### src/rtl/fir_pkg.sv
// Shared constants for the FIR control front end: register addresses,
// ap_ctrl bit positions and the run-state encoding.
package fir_pkg;

    localparam logic [31:0] ADDR_AP_CTRL  = 32'h0000_0000;
    localparam logic [31:0] ADDR_DLEN     = 32'h0000_0010;
    localparam logic [31:0] ADDR_TAP_BASE = 32'h0000_0020;

    localparam int AP_START_BIT = 0;
    localparam int AP_DONE_BIT  = 1;
    localparam int AP_IDLE_BIT  = 2;

    localparam logic [0:0] IDLE = 1'b0;
    localparam logic [0:0] RUN  = 1'b1;

    // True when a byte address falls inside the tap coefficient window.
    function automatic logic in_tap(input logic [31:0] addr, input int num);
        return (addr >= ADDR_TAP_BASE) && (addr < ADDR_TAP_BASE + 32'(4 * num));
    endfunction

endpackage

### src/rtl/fir_axil_slave.sv
// AXI-Lite handshake and read pipeline; serialises one transaction at a time
// and presents a simple request bus to the controller.
module fir_axil_slave #(
    parameter int AW = 12,
    parameter int DW = 32
) (
    input  logic          clk,
    input  logic          rst_n,
    input  logic          awvalid,
    output logic          awready,
    input  logic [AW-1:0] awaddr,
    input  logic          wvalid,
    output logic          wready,
    input  logic [DW-1:0] wdata,
    input  logic          arvalid,
    output logic          arready,
    input  logic [AW-1:0] araddr,
    output logic          rvalid,
    input  logic          rready,
    output logic [DW-1:0] rdata,
    output logic          wr_req,
    output logic [AW-1:0] wr_addr,
    output logic [DW-1:0] wr_data,
    output logic          vld_wr_p1,
    output logic          vld_rd_p1,
    output logic [AW-1:0] addr_p1,
    output logic [DW-1:0] data_p1,
    input  logic [DW-1:0] rd_data,
    output logic          rd_done
);

    logic vld_rd_p2;
    logic ar_hs;
    logic busy;

    assign wr_req  = awvalid && awready && wvalid && wready;
    assign wr_addr = awaddr;
    assign wr_data = wdata;
    assign ar_hs   = arvalid && arready;
    assign rd_done = rvalid && rready;
    // Nothing new is accepted until the previous transaction has fully retired.
    assign busy    = awready || arready || vld_wr_p1 || vld_rd_p1 || vld_rd_p2 || rvalid;

    always_ff @(posedge clk or negedge rst_n) begin
        if (!rst_n) begin
            awready   <= 1'b0;
            wready    <= 1'b0;
            arready   <= 1'b0;
            vld_wr_p1 <= 1'b0;
            vld_rd_p1 <= 1'b0;
            vld_rd_p2 <= 1'b0;
            rvalid    <= 1'b0;
            rdata     <= '0;
        end else begin
            awready   <= !busy && awvalid && wvalid;
            wready    <= !busy && awvalid && wvalid;
            arready   <= !busy && arvalid && !(awvalid && wvalid);
            // p1: address/data presented to the controller and the tap port
            vld_wr_p1 <= wr_req;
            vld_rd_p1 <= ar_hs;
            // p2: BRAM data available, captured into rdata
            vld_rd_p2 <= vld_rd_p1;
            if (vld_rd_p2) begin
                rvalid <= 1'b1;
                rdata  <= rd_data;
            end else if (rd_done) begin
                rvalid <= 1'b0;
            end
        end
    end

    always_ff @(posedge clk) begin
        if (wr_req) begin
            addr_p1 <= awaddr;
            data_p1 <= wdata;
        end else if (ar_hs) begin
            addr_p1 <= araddr;
        end
    end

endmodule

### src/rtl/fir_ap_ctrl.sv
// FIR control front end: register file, run sequencing and tap BRAM
// arbitration between AXI-Lite (idle) and the MAC engine (running).
module fir_ap_ctrl
    import fir_pkg::*;
#(
    parameter int pADDR_WIDTH = 12,
    parameter int pDATA_WIDTH = 32,
    parameter int Tape_Num    = 11
) (
    input  logic                   axis_clk,
    input  logic                   axis_rst_n,
    input  logic                   awvalid,
    output logic                   awready,
    input  logic [pADDR_WIDTH-1:0] awaddr,
    input  logic                   wvalid,
    output logic                   wready,
    input  logic [pDATA_WIDTH-1:0] wdata,
    input  logic                   arvalid,
    output logic                   arready,
    input  logic [pADDR_WIDTH-1:0] araddr,
    output logic                   rvalid,
    input  logic                   rready,
    output logic [pDATA_WIDTH-1:0] rdata,
    output logic [3:0]             tap_WE,
    output logic                   tap_EN,
    output logic [pDATA_WIDTH-1:0] tap_Di,
    output logic [pADDR_WIDTH-1:0] tap_A,
    input  logic [pDATA_WIDTH-1:0] tap_Do,
    input  logic [pADDR_WIDTH-1:0] eng_tap_A,
    output logic                   eng_start,
    input  logic                   out_beat,
    output logic                   eng_last,
    output logic                   eng_running
);

    logic                   wr_req;
    logic [pADDR_WIDTH-1:0] wr_addr;
    logic [pDATA_WIDTH-1:0] wr_data;
    logic                   vld_wr_p1;
    logic                   vld_rd_p1;
    logic [pADDR_WIDTH-1:0] addr_p1;
    logic [pDATA_WIDTH-1:0] data_p1;
    logic [pDATA_WIDTH-1:0] rd_data;
    logic                   rd_done;

    logic [0:0]             state;
    logic                   ap_done;
    logic [pDATA_WIDTH-1:0] data_length;
    logic [pDATA_WIDTH-1:0] out_cnt;
    logic [pDATA_WIDTH-1:0] ctrl_word;
    logic [31:0]            wr_addr32;
    logic [31:0]            addr32_p1;
    logic                   running;
    logic                   tap_hit_p1;
    logic                   start_req;
    logic                   finish;

    fir_axil_slave #(
        .AW(pADDR_WIDTH),
        .DW(pDATA_WIDTH)
    ) u_axil (
        .clk      (axis_clk),
        .rst_n    (axis_rst_n),
        .awvalid  (awvalid),
        .awready  (awready),
        .awaddr   (awaddr),
        .wvalid   (wvalid),
        .wready   (wready),
        .wdata    (wdata),
        .arvalid  (arvalid),
        .arready  (arready),
        .araddr   (araddr),
        .rvalid   (rvalid),
        .rready   (rready),
        .rdata    (rdata),
        .wr_req   (wr_req),
        .wr_addr  (wr_addr),
        .wr_data  (wr_data),
        .vld_wr_p1(vld_wr_p1),
        .vld_rd_p1(vld_rd_p1),
        .addr_p1  (addr_p1),
        .data_p1  (data_p1),
        .rd_data  (rd_data),
        .rd_done  (rd_done)
    );

    assign wr_addr32   = 32'(wr_addr);
    assign addr32_p1   = 32'(addr_p1);
    assign running     = (state == RUN);
    assign tap_hit_p1  = in_tap(addr32_p1, Tape_Num);
    assign start_req   = wr_req && (wr_addr32 == ADDR_AP_CTRL) && wr_data[AP_START_BIT]
                         && !running && (data_length != '0);
    assign finish      = running && out_beat && (out_cnt == data_length - 1'b1);
    assign eng_last    = running && (out_cnt == data_length - 1'b1);
    assign eng_running = running;

    always_comb begin
        ctrl_word               = '0;
        ctrl_word[AP_START_BIT] = start_req;
        ctrl_word[AP_DONE_BIT]  = ap_done;
        ctrl_word[AP_IDLE_BIT]  = !running;
    end

    always_comb begin
        rd_data = '0;
        if (addr32_p1 == ADDR_AP_CTRL) begin
            rd_data = ctrl_word;
        end else if (addr32_p1 == ADDR_DLEN) begin
            rd_data = data_length;
        end else if (tap_hit_p1) begin
            // The engine owns the coefficients while running; AXI sees all ones.
            rd_data = running ? '1 : tap_Do;
        end
    end

    always_comb begin
        tap_EN = 1'b1;
        tap_WE = 4'h0;
        tap_Di = '0;
        tap_A  = '0;
        if (running) begin
            tap_A = eng_tap_A;
        end else if ((vld_wr_p1 || vld_rd_p1) && tap_hit_p1) begin
            tap_A = pADDR_WIDTH'(addr32_p1 - ADDR_TAP_BASE);
            if (vld_wr_p1) begin
                tap_WE = 4'hF;
                tap_Di = data_p1;
            end
        end
    end

    always_ff @(posedge axis_clk or negedge axis_rst_n) begin
        if (!axis_rst_n) begin
            state       <= IDLE;
            eng_start   <= 1'b0;
            ap_done     <= 1'b0;
            data_length <= '0;
            out_cnt     <= '0;
        end else begin
            eng_start <= start_req;
            if (start_req) begin
                state <= RUN;
            end else if (finish) begin
                state <= IDLE;
            end
            // A done set on the same edge as a clearing read takes priority.
            if (finish) begin
                ap_done <= 1'b1;
            end else if (rd_done && (addr32_p1 == ADDR_AP_CTRL)) begin
                ap_done <= 1'b0;
            end
            if (wr_req && (wr_addr32 == ADDR_DLEN) && !running) begin
                data_length <= wr_data;
            end
            if (start_req) begin
                out_cnt <= '0;
            end else if (running && out_beat) begin
                out_cnt <= out_cnt + 1'b1;
            end
        end
    end

endmodule

### config.mk
export PLATFORM = sky130hd
export DESIGN_NAME = fir_ap_ctrl
export DESIGN_NICKNAME = d
export VERILOG_FILES = /design/src/rtl/fir_pkg.sv /design/src/rtl/fir_axil_slave.sv /design/src/rtl/fir_ap_ctrl.sv
export SDC_FILE = /design/constraint.sdc
export NUM_CORES = 1
export LEC_CHECK = 0
export BUFFER_PORTS_ARGS = -buffer_cell sky130_fd_sc_hd__buf_2
export CAP_MARGIN = 25
export CORE_MARGIN = 3
export CORE_UTILIZATION = 54
export CTS_CLUSTER_DIAMETER = 100
export DETAILED_ROUTE_END_ITERATION = 8
export PLACE_DENSITY = 0.92
export SLEW_MARGIN = 20
export SYNTH_ARGS = -nofsm -noshare
export SYNTH_HDL_FRONTEND = slang
export SYNTH_SLANG_ARGS = --single-unit
### constraint.sdc
create_clock -name axis_clk -period 3.7 [get_ports axis_clk]
set_clock_uncertainty 0.15 [all_clocks]
set_input_delay 0 -clock axis_clk [delete_from_list [all_inputs] [get_ports axis_clk]]
set_output_delay 0 -clock axis_clk [all_outputs]
set_load 0.005 [all_outputs]
==> impl_results.md, run 1 <==
- Core Region: 14100 µm²
- Critical Path AT: 3640 ps
- Vias in the first global route: 8051
- Failing checks: setup timing
- CTS max path bufs: 2
- Cell Rows: 43
- Worst-skew pair later-pin latency: 430 ps
- CTS root buf: clkbuf_16
- Final min period: 3790 ps
- Clock sink count: 149
- Mapped Nets: 916
- CP endpoint kind: output pin
- Routed vias: 8174
- Cell Pwr Density: 424 nW/µm²
- Yosys reg bits: 149
- Utilization after layout: 76.4%
- DR pass1 iterations: 8
- Post-DP HPWL: 16.2 mm
- DR iter-0 viols: 1169
- Post-place setup slack: 302 ps
- Synth async-reset ratio: 70.5%
- Synth top area share: 33.1%
- Fmax: 264 MHz
- Fin Setup TNS: -175 ps
- H-tree lvl count: 4
- MaxCap Viol Count: 0
- First-pass GRT wire length: 44.4 mm
- Tot Pwr: 4.59 mW
- Total Routing Usage GR: 35.4%
- Relative slew slack: 39.8%
- ANT nets after route: 0
- Die Width: 127 µm
- RSZ-0062 raised after global routing: yes
- Pleak: 5.04 nW
- Port bufs: 193
- Share of cells above drive strength 1: 29.5%
- Finish-stage setup viols: 2
- Least-Margin Pin Slew: 903 ps
- Top cells by area, synth: dfrtp_1 (33%), edfxtp_1 (17%), nor2_1 (6.9%)
- Critical Path Start Type: flip-flop
- Fin crit share: 102%
- Reg clk slew, reported paths: 60 ps
- Crit Path Category: flip-flop to output pin
- Max-slew violation count: 0
- Filler cells: 800
- Seq/Total Area, Yosys: 49.7%
- Routed WL: 28.6 mm
- Yosys top cell by area: dfrtp_1
- Routed wire length per instance: 22.3 µm
- Full die area: 16200 µm²
- Total CTS buffers: 17
- Cells after Synth: 806
- Area grow syn2layout: 36.2%
- Die Y: 127 µm
- Fin cells: 1287
- Synthesized area: 7940 µm²
- Placed insts: 1150
- Register area: 3960 µm²
- Antenna violations before repair: 0
- Worst hold path type: input port to asynchronous set/reset pin
- Worst Path Max Fanout: 3
- Placer Congestion: 0.929
- Total congestion overflow: 0
- EDFF count, synth: 44
- Setup ws final: -91.1 ps
- Library cells used by synthesis: 68
- Largest net degree at the start of global routing: 67
- Initial Utilization: 56.1%
- Commonest register cell after synthesis: dfrtp_1
- Drc violations: 0
- Via density: 6.35
- Total I/O pin count: 195
- Synth Warn #: 0
- Worst EP required: 3550 ps
- N_diodes: 0
- Nets: 1204
- CTS tree: done
- Final Hold Fails: 0
- Peak supply drop: 0.296 mV
- Outcome: finished, violations left
- Footprint of the multi-input gates: 3740 µm²
- Mean Syn Cell Area: 9.85 µm²
[final cells by class]
| type | instances | share of cell area (%) |
|---|---|---|
| sequential | 149 | 36.6 |
| clock inverter | 7 | 1.08 |
| inverter | 15 | 0.521 |
| tap | 180 | 2.08 |
| multi-input combinational | 587 | 34.6 |
| timing repair buffer | 324 | 20.3 |
| clock buffer | 25 | 4.88 |
[metal layers]
| layer | vias to the layer above | GRT usage [%] | wire, µm |
|---|---|---|---|
| met5 | - | 0 | 0 |
| met4 | 0 | 20.6 | 1900 |
| met3 | 192 | 7.82 | 3070 |
| met2 | 708 | 58.1 | 13700 |
| met1 | 3833 | 43.0 | 10000 |
| li1 | 3441 | - | - |
[cells by family (layout without fill, tap and decap cells)]
| logic type | after synthesis | in the layout | synth area share [%] |
|---|---|---|---|
| AOI/OAI and AO/OA | 129 | 129 | 10.1 |
| xor gates and xnor gates | 66 | 66 | 7.28 |
| adders and majority gates | 3 | 3 | 0.473 |
| buffers and inverters | 70 | 371 | 3.80 |
| DFF | 149 | 149 | 49.7 |
| muxes | 44 | 44 | 6.22 |
| other | 1 | 1 | 0.0472 |
| and+or+nand+nor | 344 | 344 | 22.4 |
[cells in the final DEF (no fill, tap or decap), types with 14 or more instances in the layout]
master	n
xnor2_1	49
nor4_1	27
buf_2	192
buf_4	35
and2_1	40
xor2_1	17
dfrtp_1	102
nand3_1	17
nand2_1	28
nor2_1	144
edfxtp_1	44
mux2_2	43
dlygate4sd3_1	96
clkbuf_16	19
inv_1	14
a21oi_1	70
[synth_stat cells, drive strengths merged (5+ instances only)]
cell	instances
clkbuf	42
and4	7
or3	10
edfxtp	44
xor2	17
nand3	17
or2	5
nand2	28
a21oi	70
or4	12
dfrtp	105
nor3	12
and2	40
nand4	11
xnor2	49
nor2	145
mux2	43
buf	13
o21ai	14
and3	7
a21o	5
nor4	28
inv	15
[registers in the layout, summed over array words and instances, names as in the netlist]
name and count:
u_axil.data_p1 32, ap_done 1, u_axil.vld_wr_p1 1, u_axil.rvalid 1, eng_start 1, out_cnt 32, data_length 32, u_axil.awready 1
u_axil.vld_rd_p1 1, u_axil.vld_rd_p2 1, eng_running 1, u_axil.rdata 32, u_axil.addr_p1 12, u_axil.arready 1
[path summary, 6_finish.rpt]
kind	from	end	slack, ps	cells after the start
max reg2reg	data_length[16]	ap_done	-80	11
max	data_length[16]	eng_last	-90	8
min reg2reg	u_axil.vld_rd_p1	u_axil.vld_rd_p2	290	0
min	axis_rst_n	out_cnt[1]	0.1	2
min in group axis_clk	eng_tap_A[9]	tap_A[9]	130	3
max in group asynchronous	axis_rst_n	data_length[5]	2480	3
[through the flow]
stage | hold slack, ps | cell area (µm²)
final | 0.111 | 10800
after global routing | 40.6 | 10800
after CTS | 9.91 | 10800
after detailed placement | -105 | 9100
after global placement | -113 | 9100
after floorplan | -446 | 7940
[worst max-delay path, stage by stage (launching register included)]
cell and delay [ps]:
dfrtp_1 400, or4_4 570, or4_4 540, or4_4 500, or4_4 500, a22oi_2 170
nand4_1 180, nor2_1 190, buf_2 160
[power breakdown]
group	internal, mW	switching (mW)	total [mW]
Clock	1.20	0.688	1.88
Combinational	0.318	0.344	0.662
Sequential	1.90	0.146	2.05
[repair_timing]
item | in CTS | in global routing
hold buffers | 96 | 0
setup endpoints to repair | 1 | 2
resized for setup | 4 | 6
endpoints found under the hold margin | 158 | 0
pin swaps | 5 | 3
setup buffers | 7 | 2
Note: power is estimated with default switching activity, not from simulation.
==> inputs of run 2 (changes only) <==
--- a/config.mk
+++ b/config.mk
@@ -8,10 +8,10 @@
 export BUFFER_PORTS_ARGS = -buffer_cell sky130_fd_sc_hd__buf_2
 export CAP_MARGIN = 25
 export CORE_MARGIN = 3
-export CORE_UTILIZATION = 54
+export CORE_UTILIZATION = 35
 export CTS_CLUSTER_DIAMETER = 100
 export DETAILED_ROUTE_END_ITERATION = 8
-export PLACE_DENSITY = 0.92
+export PLACE_DENSITY = 0.67
 export SLEW_MARGIN = 20
 export SYNTH_ARGS = -nofsm -noshare
 export SYNTH_HDL_FRONTEND = slang
==> impl_results.md, run 2 (synthesis results as in run 1) <==
- Outcome: completed
- Peak supply drop: 0.298 mV (+0.64%)
- DR pass1 iterations: 5 (-3)
- MaxCap Viol Count: 0 (unchanged)
- Fmax: 273 MHz (+3.4%)
- Crit Path Category: flip-flop to output pin
- H-tree lvl count: 4 (unchanged)
- Peak per-stage delay on the critical path: 560 ps (about the same)
- Fin Setup TNS: 0 ps (+175 ps)
- Drc violations: 0 (unchanged)
- Antenna violations before repair: 0 (unchanged)
- Largest net degree at the start of global routing: 59 (-12%)
- Vias in the first global route: 7186 (-11%)
- Initial Utilization: 35.9% (-20 points)
- Commonest cells after routing, fill and taps aside: buf_2 (191), nor2_1 (144), dfrtp_1 (102)
- R2r worst-path depth: 8 (-3)
- CTS root buf: clkbuf_16
- Seq pwr share: 46.4% (+1.9 points)
- Crit-path cells: or4_4, or4_4, or4_4, or4_4, a22oi_2, nand4_1, nor2_1, buf_4
- CP max-delay cell: or4_4
- Worst-skew pair later-pin latency: 430 ps (about the same)
- Setup ws final: 32.8 ps (+124 ps)
- Routed WL: 24.2 mm (-15%)
- DR iter-0 viols: 547 (-53%)
- Clk network pwr share: 38.9% (-2.1 points)
- Reg clk slew, reported paths: 60 ps (about the same)
- Via density: 5.20 (-18%)
- Total I/O pin count: 195 (unchanged)
- Final Hold Fails: 0 (unchanged)
- Nets: 1194 (-0.83%)
- First-pass GRT wire length: 38.2 mm (-14%)
- Clock sink count: 149 (unchanged)
- Max-slew violation count: 0 (unchanged)
- Worst Path Max Fanout: 3 (unchanged)
- Routed wire length per instance: 17.6 µm (-21%)
- Die Y: 157 µm (+23%)
- Comb power frac: 14.6% (+0.2 points)
- Total Routing Usage GR: 19.7% (-16 points)
- Least-Margin Pin Slew: 873 ps (-29.8 ps)
- Cell Rows: 54 (+26%)
- Total congestion overflow: 0 (unchanged)
- Switch Pwr: 1.12 mW (-5.0%)
- Worst EP required: 3550 ps (about the same)
- Worst hold path type: input port to asynchronous set/reset pin
- Most common cell after layout, fill and taps aside: buf_2
- RSZ-0062 raised after global routing: yes
- Cell Pwr Density: 403 nW/µm² (-5.2%)
- Smallest hold slack: 22.2 ps (+22.1 ps)
- Pleak: 4.95 nW (-1.7%)
- Area grow syn2layout: 35.8%
- Critical path's top delay family: simple AND/OR/NAND/NOR gates
- Most frequent CP cell: or4_4
- CP endpoint kind: output pin
- CTS max path bufs: 2 (unchanged)
- Worst reg2reg startpoint: data_length[5]
- Placer Congestion: 0.897 (-3.5%)
- R2R setup slack: 330 ps (+410 ps)
- ANT nets after route: 0 (unchanged)
- Switching portion of total power: 25.8% (+0.13 points)
- Cell internal pwr: 3.22 mW (-5.6%)
- Finish-stage setup viols: 0 (-2)
- Share of cells above drive strength 1: 28.8% (-0.73 points)
- Full die area: 24500 µm² (+51%)
- Critical Path AT: 3520 ps (-120 ps)
- Core Region: 22100 µm² (+56%)
- Total CTS buffers: 17 (unchanged)
- CTS tree: done
- Die Width: 157 µm (+23%)
- Critical Path Start Type: flip-flop
- N_diodes: 0 (unchanged)
- Routed vias: 7166 (-12%)
- R2R Path End: eng_running
- Final min period: 3670 ps (-124 ps)
- Post-place setup slack: 279 ps (-22.4 ps)
- Fin crit share: 99.1% (-3.3 points)
- Relative slew slack: 40.3% (+0.48 points)
- Worst Path Buf+Inv: 1 (unchanged)
- Port bufs: 193 (unchanged)
- Post-DP HPWL: 16.9 mm (+4.4%)
==> run 2: cell types whose count changed in the layout (fill, tap and decap cells not counted), sizes merged <==
| cell | before | now |
|---|---|---|
| clkbuf | 25 | 19 |
| clkinvlp | 1 | 2 |
| bufinv | 3 | 2 |
| clkinv | 3 | 8 |
| dlygate4sd3 | 96 | 95 |
| buf | 228 | 219 |
| inv | 15 | 16 |
==> run 2: cell type report <==
type | instances | area (µm²)
sequential | 149 | 3950
timing repair buffer | 314 | 2120
clock buffer | 19 | 443
clock inverter | 13 | 133
tap | 280 | 350
multi-input combinational | 587 | 3730
fill | 1978 | 11300
inverter | 15 | 56.3
==> run 2: through the flow <==
step	utilization, %	cells	power (mW)	cell area [µm²]
5_1_grt	48.8	1377	4.53	10800
2_1_floorplan	-	806	2.24	7940
3_3_place_gp	41.7	1246	2.57	9200
6_report	48.8	1377	4.34	10800
3_5_place_dp	41.7	1246	2.59	9200
4_1_cts	48.7	1376	4.36	10800
==> run 2: what timing repair did <==
item                       in CTS  in global routing
hold buffers                   95                  0
pin swaps                       3                  2
setup endpoints to repair       1                  1
hold endpoints to repair      170                  0
gates resized for setup         4                  3
buffers inserted                3                  1
==> run 2: worst max-delay path by stage <==
stage                     slack [ps]  cells after the start     endpoint            start
after detailed placement         280                      8  eng_running   data_length[5]
after floorplan                  390                      9      ap_done  data_length[13]
final                             30                      8     eng_last  data_length[17]
after global routing             -90                      8     eng_last   data_length[5]
after global placement           330                      8  eng_running   data_length[5]
after CTS                         -9                      8     eng_last   data_length[3]
==> run 2: per-layer routing <==
metal  track usage, %  vias up  wire length, µm  share of wire [%]
met3             3.95       46             1120                4.6
met4             7.71        0              632                2.6
li1                 -     3427                -                  -
met5                0        -                0                  0
met1             25.9     3480            10900                 45
met2             31.9      213            11600                 48
==> run 2: power by group through the flow <==
stage	Combinational (mW)	Sequential, mW	Clock, mW
global placement	0.535	2.04	0
global route	0.702	2.04	1.80
CTS	0.635	2.01	1.71
floorplan	0.198	2.04	0
detailed placement	0.552	2.04	0
finish	0.634	2.02	1.69
==> inputs of run 3 (changes only) <==
--- a/config.mk
+++ b/config.mk
@@ -5,6 +5,7 @@
 export SDC_FILE = /design/constraint.sdc
 export NUM_CORES = 1
 export LEC_CHECK = 0
+export ABC_AREA = 1
 export BUFFER_PORTS_ARGS = -buffer_cell sky130_fd_sc_hd__buf_2
 export CAP_MARGIN = 25
 export CORE_MARGIN = 3
==> impl_results.md, run 3 <==
- EDFF count, synth: 44 (unchanged)
- Clock sink count: 149 (unchanged)
- Critical path's top delay family: simple AND/OR/NAND/NOR gates
- Post-DP HPWL: 22.3 mm (+32%)
- Fmax: 343 MHz (+26%)
- Full die area: 27300 µm² (+11%)
- Worst Path Max Fanout: 5 (+2)
- Mapped Nets: 1302 (+42%)
- Fin crit share: 78.7% (-20 points)
- Final Hold Fails: 0 (unchanged)
- Share of cells above drive strength 1: 18.4% (-10 points)
- Mean Syn Cell Area: 7.44 µm² (-24%)
- Die Y: 165 µm (+5.5%)
- Most common cell after layout, fill and taps aside: nand2_1
- Nets: 1576 (+32%)
- Finish-stage setup viols: 0 (unchanged)
- Synth top cells by count: nand2_1 (303), inv_1 (175), nor2_1 (125), dfrtp_1 (105)
- Post-cts gate resize count: 0 (-4)
- Worst hold path type: input port to flip-flop
- Die Width: 165 µm (+5.5%)
- Fin Setup TNS: 0 ps (unchanged)
- Critical Path AT: 2760 ps (-760 ps)
- Routed vias: 8976 (+25%)
- Crit Path Category: flip-flop to output pin
- Cell Rows: 57 (+5.6%)
- Routed wire length per instance: 16.6 µm (-5.5%)
- Seq/Total Area, Yosys: 44.5% (-5.2 points)
- Cell internal pwr: 3.13 mW (-3.0%)
- First-pass GRT wire length: 46.4 mm (+22%)
- Post-Layout Inst Area: 11700 µm² (+8.5%)
- Utilization after layout: 47.6% (-1.3 points)
- Total congestion overflow: 0 (unchanged)
- DR pass1 iterations: 7 (+2)
- Antenna violations before repair: 0 (unchanged)
- Synth async-reset ratio: 70.5% (unchanged)
- Total Routing Usage GR: 22.0% (+2.3 points)
- H-tree lvl count: 4 (unchanged)
- Cell count along the critical path: 17 (+9)
- Switch Pwr: 0.914 mW (-18%)
- Comb power frac: 8.1% (-6.5 points)
- WHS Path Cells: 8
- Total I/O pin count: 195 (unchanged)
- Total CTS buffers: 17 (unchanged)
- Top cells by area, synth: dfrtp_1 (30%), edfxtp_1 (15%), nand2_1 (13%)
- Peak per-stage delay on the critical path: 400 ps (-160 ps)
- Max-slew violation count: 0 (unchanged)
- Worst-skew pair later-pin latency: 440 ps (about the same)
- Worst EP required: 3550 ps (about the same)
- Via density: 4.98 (-4.3%)
- Synth top area share: 29.6% (-3.5 points)
- Smallest hold slack: 84.2 ps (+62.0 ps)
- Vias in the first global route: 8649 (+20%)
- Crit-path cells: inv_1, ha_1, nand2_1, nor2_1, nand2_1, nor2_2, nand2_1, nand2_1, nand2_1, nand2_1, nand2_1, nor2_1, nand2_1, nor2_2, nand2_1, nor2_1, buf_2
- Yosys reg bits: 149 (unchanged)
- Synth Warn #: 0 (unchanged)
- Seq pwr share: 44.1% (-2.3 points)
- Cell Pwr Density: 345 nW/µm² (-14%)
- Yosys top cell by area: dfrtp_1
- Relative slew slack: 29.5% (-11 points)
- ANT nets after route: 0 (unchanged)
- Placer Congestion: 0.983 (+9.6%)
- Most frequent CP cell: nand2_1
- Port bufs: 193 (unchanged)
- CTS root buf: clkbuf_16
- N_diodes: 0 (unchanged)
- Commonest register cell after synthesis: dfrtp_1
- Drc violations: 0 (unchanged)
- Commonest cells after routing, fill and taps aside: nand2_1 (303), buf_2 (192), inv_1 (175)
- Reg clk slew, reported paths: 60 ps (about the same)
- Core Region: 24600 µm² (+11%)
- Placed instance area: 10100 µm² (+9.7%)
- Clk network pwr share: 47.8% (+8.9 points)
- Synthesized area: 8870 µm² (+12%)
- Outcome: completed
- Largest net degree at the start of global routing: 68 (+15%)
- Critical Path Start Type: flip-flop
- Initial Utilization: 36.1% (+0.10 points)
- RSZ-0062 raised after global routing: no
- Pleak: 6.23 nW (+26%)
- Library cells used by synthesis: 38 (-44%)
- MaxCap Viol Count: 0 (unchanged)
- Final min period: 2910 ps (-755 ps)
- Cells after Synth: 1192 (+48%)
- CTS tree: done
- Least-Margin Pin Slew: 1050 ps (+181 ps)
- Top-count cell post-synth: nand2_1
- CP endpoint kind: output pin
- Worst Path Buf+Inv: 2 (+1)
- R2r worst-path depth: 7 (-1)
- Area grow syn2layout: 31.9%
- Switching portion of total power: 22.6% (-3.1 points)
- CTS max path bufs: 2 (unchanged)
- DR iter-0 viols: 929 (+70%)
- Routed WL: 30.0 mm (+24%)
- Peak supply drop: 0.252 mV (-15%)
- CP max-delay cell: dfrtp_1
-- run 3: cell types whose count changed after synthesis, sizes merged, moves of 11 or more --
cell    delta
xor2      +23
mux2      -43
xnor2     -37
nand3     +65
clkbuf    -20
nand2    +282
or4       -11
o21ai    +119
nor3      +13
inv      +168
and2      -40
a21oi     -62
nor4      -11
-- run 3: per-layer routing --
layer | GRT usage [%] | up-vias | wire [µm]
li1 | - | 4359 | -
met1 | 29.2 | 4171 | 13000
met2 | 35.7 | 396 | 13700
met3 | 5.29 | 50 | 2620
met4 | 6.56 | 0 | 588
met5 | 0 | - | 0
-- run 3: logic make-up after synthesis --
logic type / after synthesis / synth area share [%]
simple gates: 595 / 29.4
flops: 149 / 44.5
buf+inv: 230 / 10.6
compound gates: 162 / 9.92
other cells: 1 / 0.0423
fa+ha+maj: 3 / 0.423
xor+xnor: 52 / 5.13
-- run 3: power groups by stage --
| stage | clock [mW] | sequential [mW] | combinational, mW |
|---|---|---|---|
| finish | 1.93 | 1.78 | 0.326 |
| global route | 2.03 | 1.79 | 0.362 |
| floorplan | 0 | 1.81 | 0.0954 |
| global placement | 0 | 1.81 | 0.241 |
| detailed placement | 0 | 1.81 | 0.244 |
| CTS | 1.95 | 1.78 | 0.326 |
-- run 3: final cells by class --
| type | count | area (µm²) |
|---|---|---|
| fill | 2387 | 12900 |
| multi-input combinational | 813 | 3990 |
| sequential | 149 | 3950 |
| timing repair buffer | 299 | 2010 |
| inverter | 186 | 698 |
| clock buffer | 23 | 489 |
| tap | 324 | 405 |
| clock inverter | 9 | 163 |
-- run 3: what timing repair did --
action	in CTS	in global routing
setup buffers	0	0
endpoints found under the hold margin	184	0
hold buffers	95	0
-- run 3: stage by stage --
| stage | cells | setup WS [ps] | power, mW |
|---|---|---|---|
| detailed placement | 1676 | 1080 | 2.06 |
| global placement | 1675 | 1120 | 2.05 |
| CTS | 1803 | 768 | 4.06 |
| finish | 1803 | 787 | 4.04 |
| floorplan | 1192 | 1580 | 1.90 |
| global route | 1803 | 506 | 4.17 |
-- run 3: path summary, 6_finish.rpt --
kind                             startpoint                end  slack (ps)
min in group asynchronous        axis_rst_n   u_axil.rdata[11]         100
max in group asynchronous        axis_rst_n        out_cnt[30]        2410
hold / removal                   awaddr[11]    u_axil.rdata[0]          80
setup / recovery             data_length[0]           eng_last         790
hold reg to reg            u_axil.vld_rd_p1   u_axil.vld_rd_p2         230
setup reg to reg             u_axil.awready  u_axil.addr_p1[1]        1030
-- run 3: worst min-delay path, cell delays in order --
cell and delay, ps:
buf_2 90, nor4_1 50, nand3_1 90, nor3_1 60
nand3_2 80, nor2_1 40, o21ai_0 140, nand2_1 60
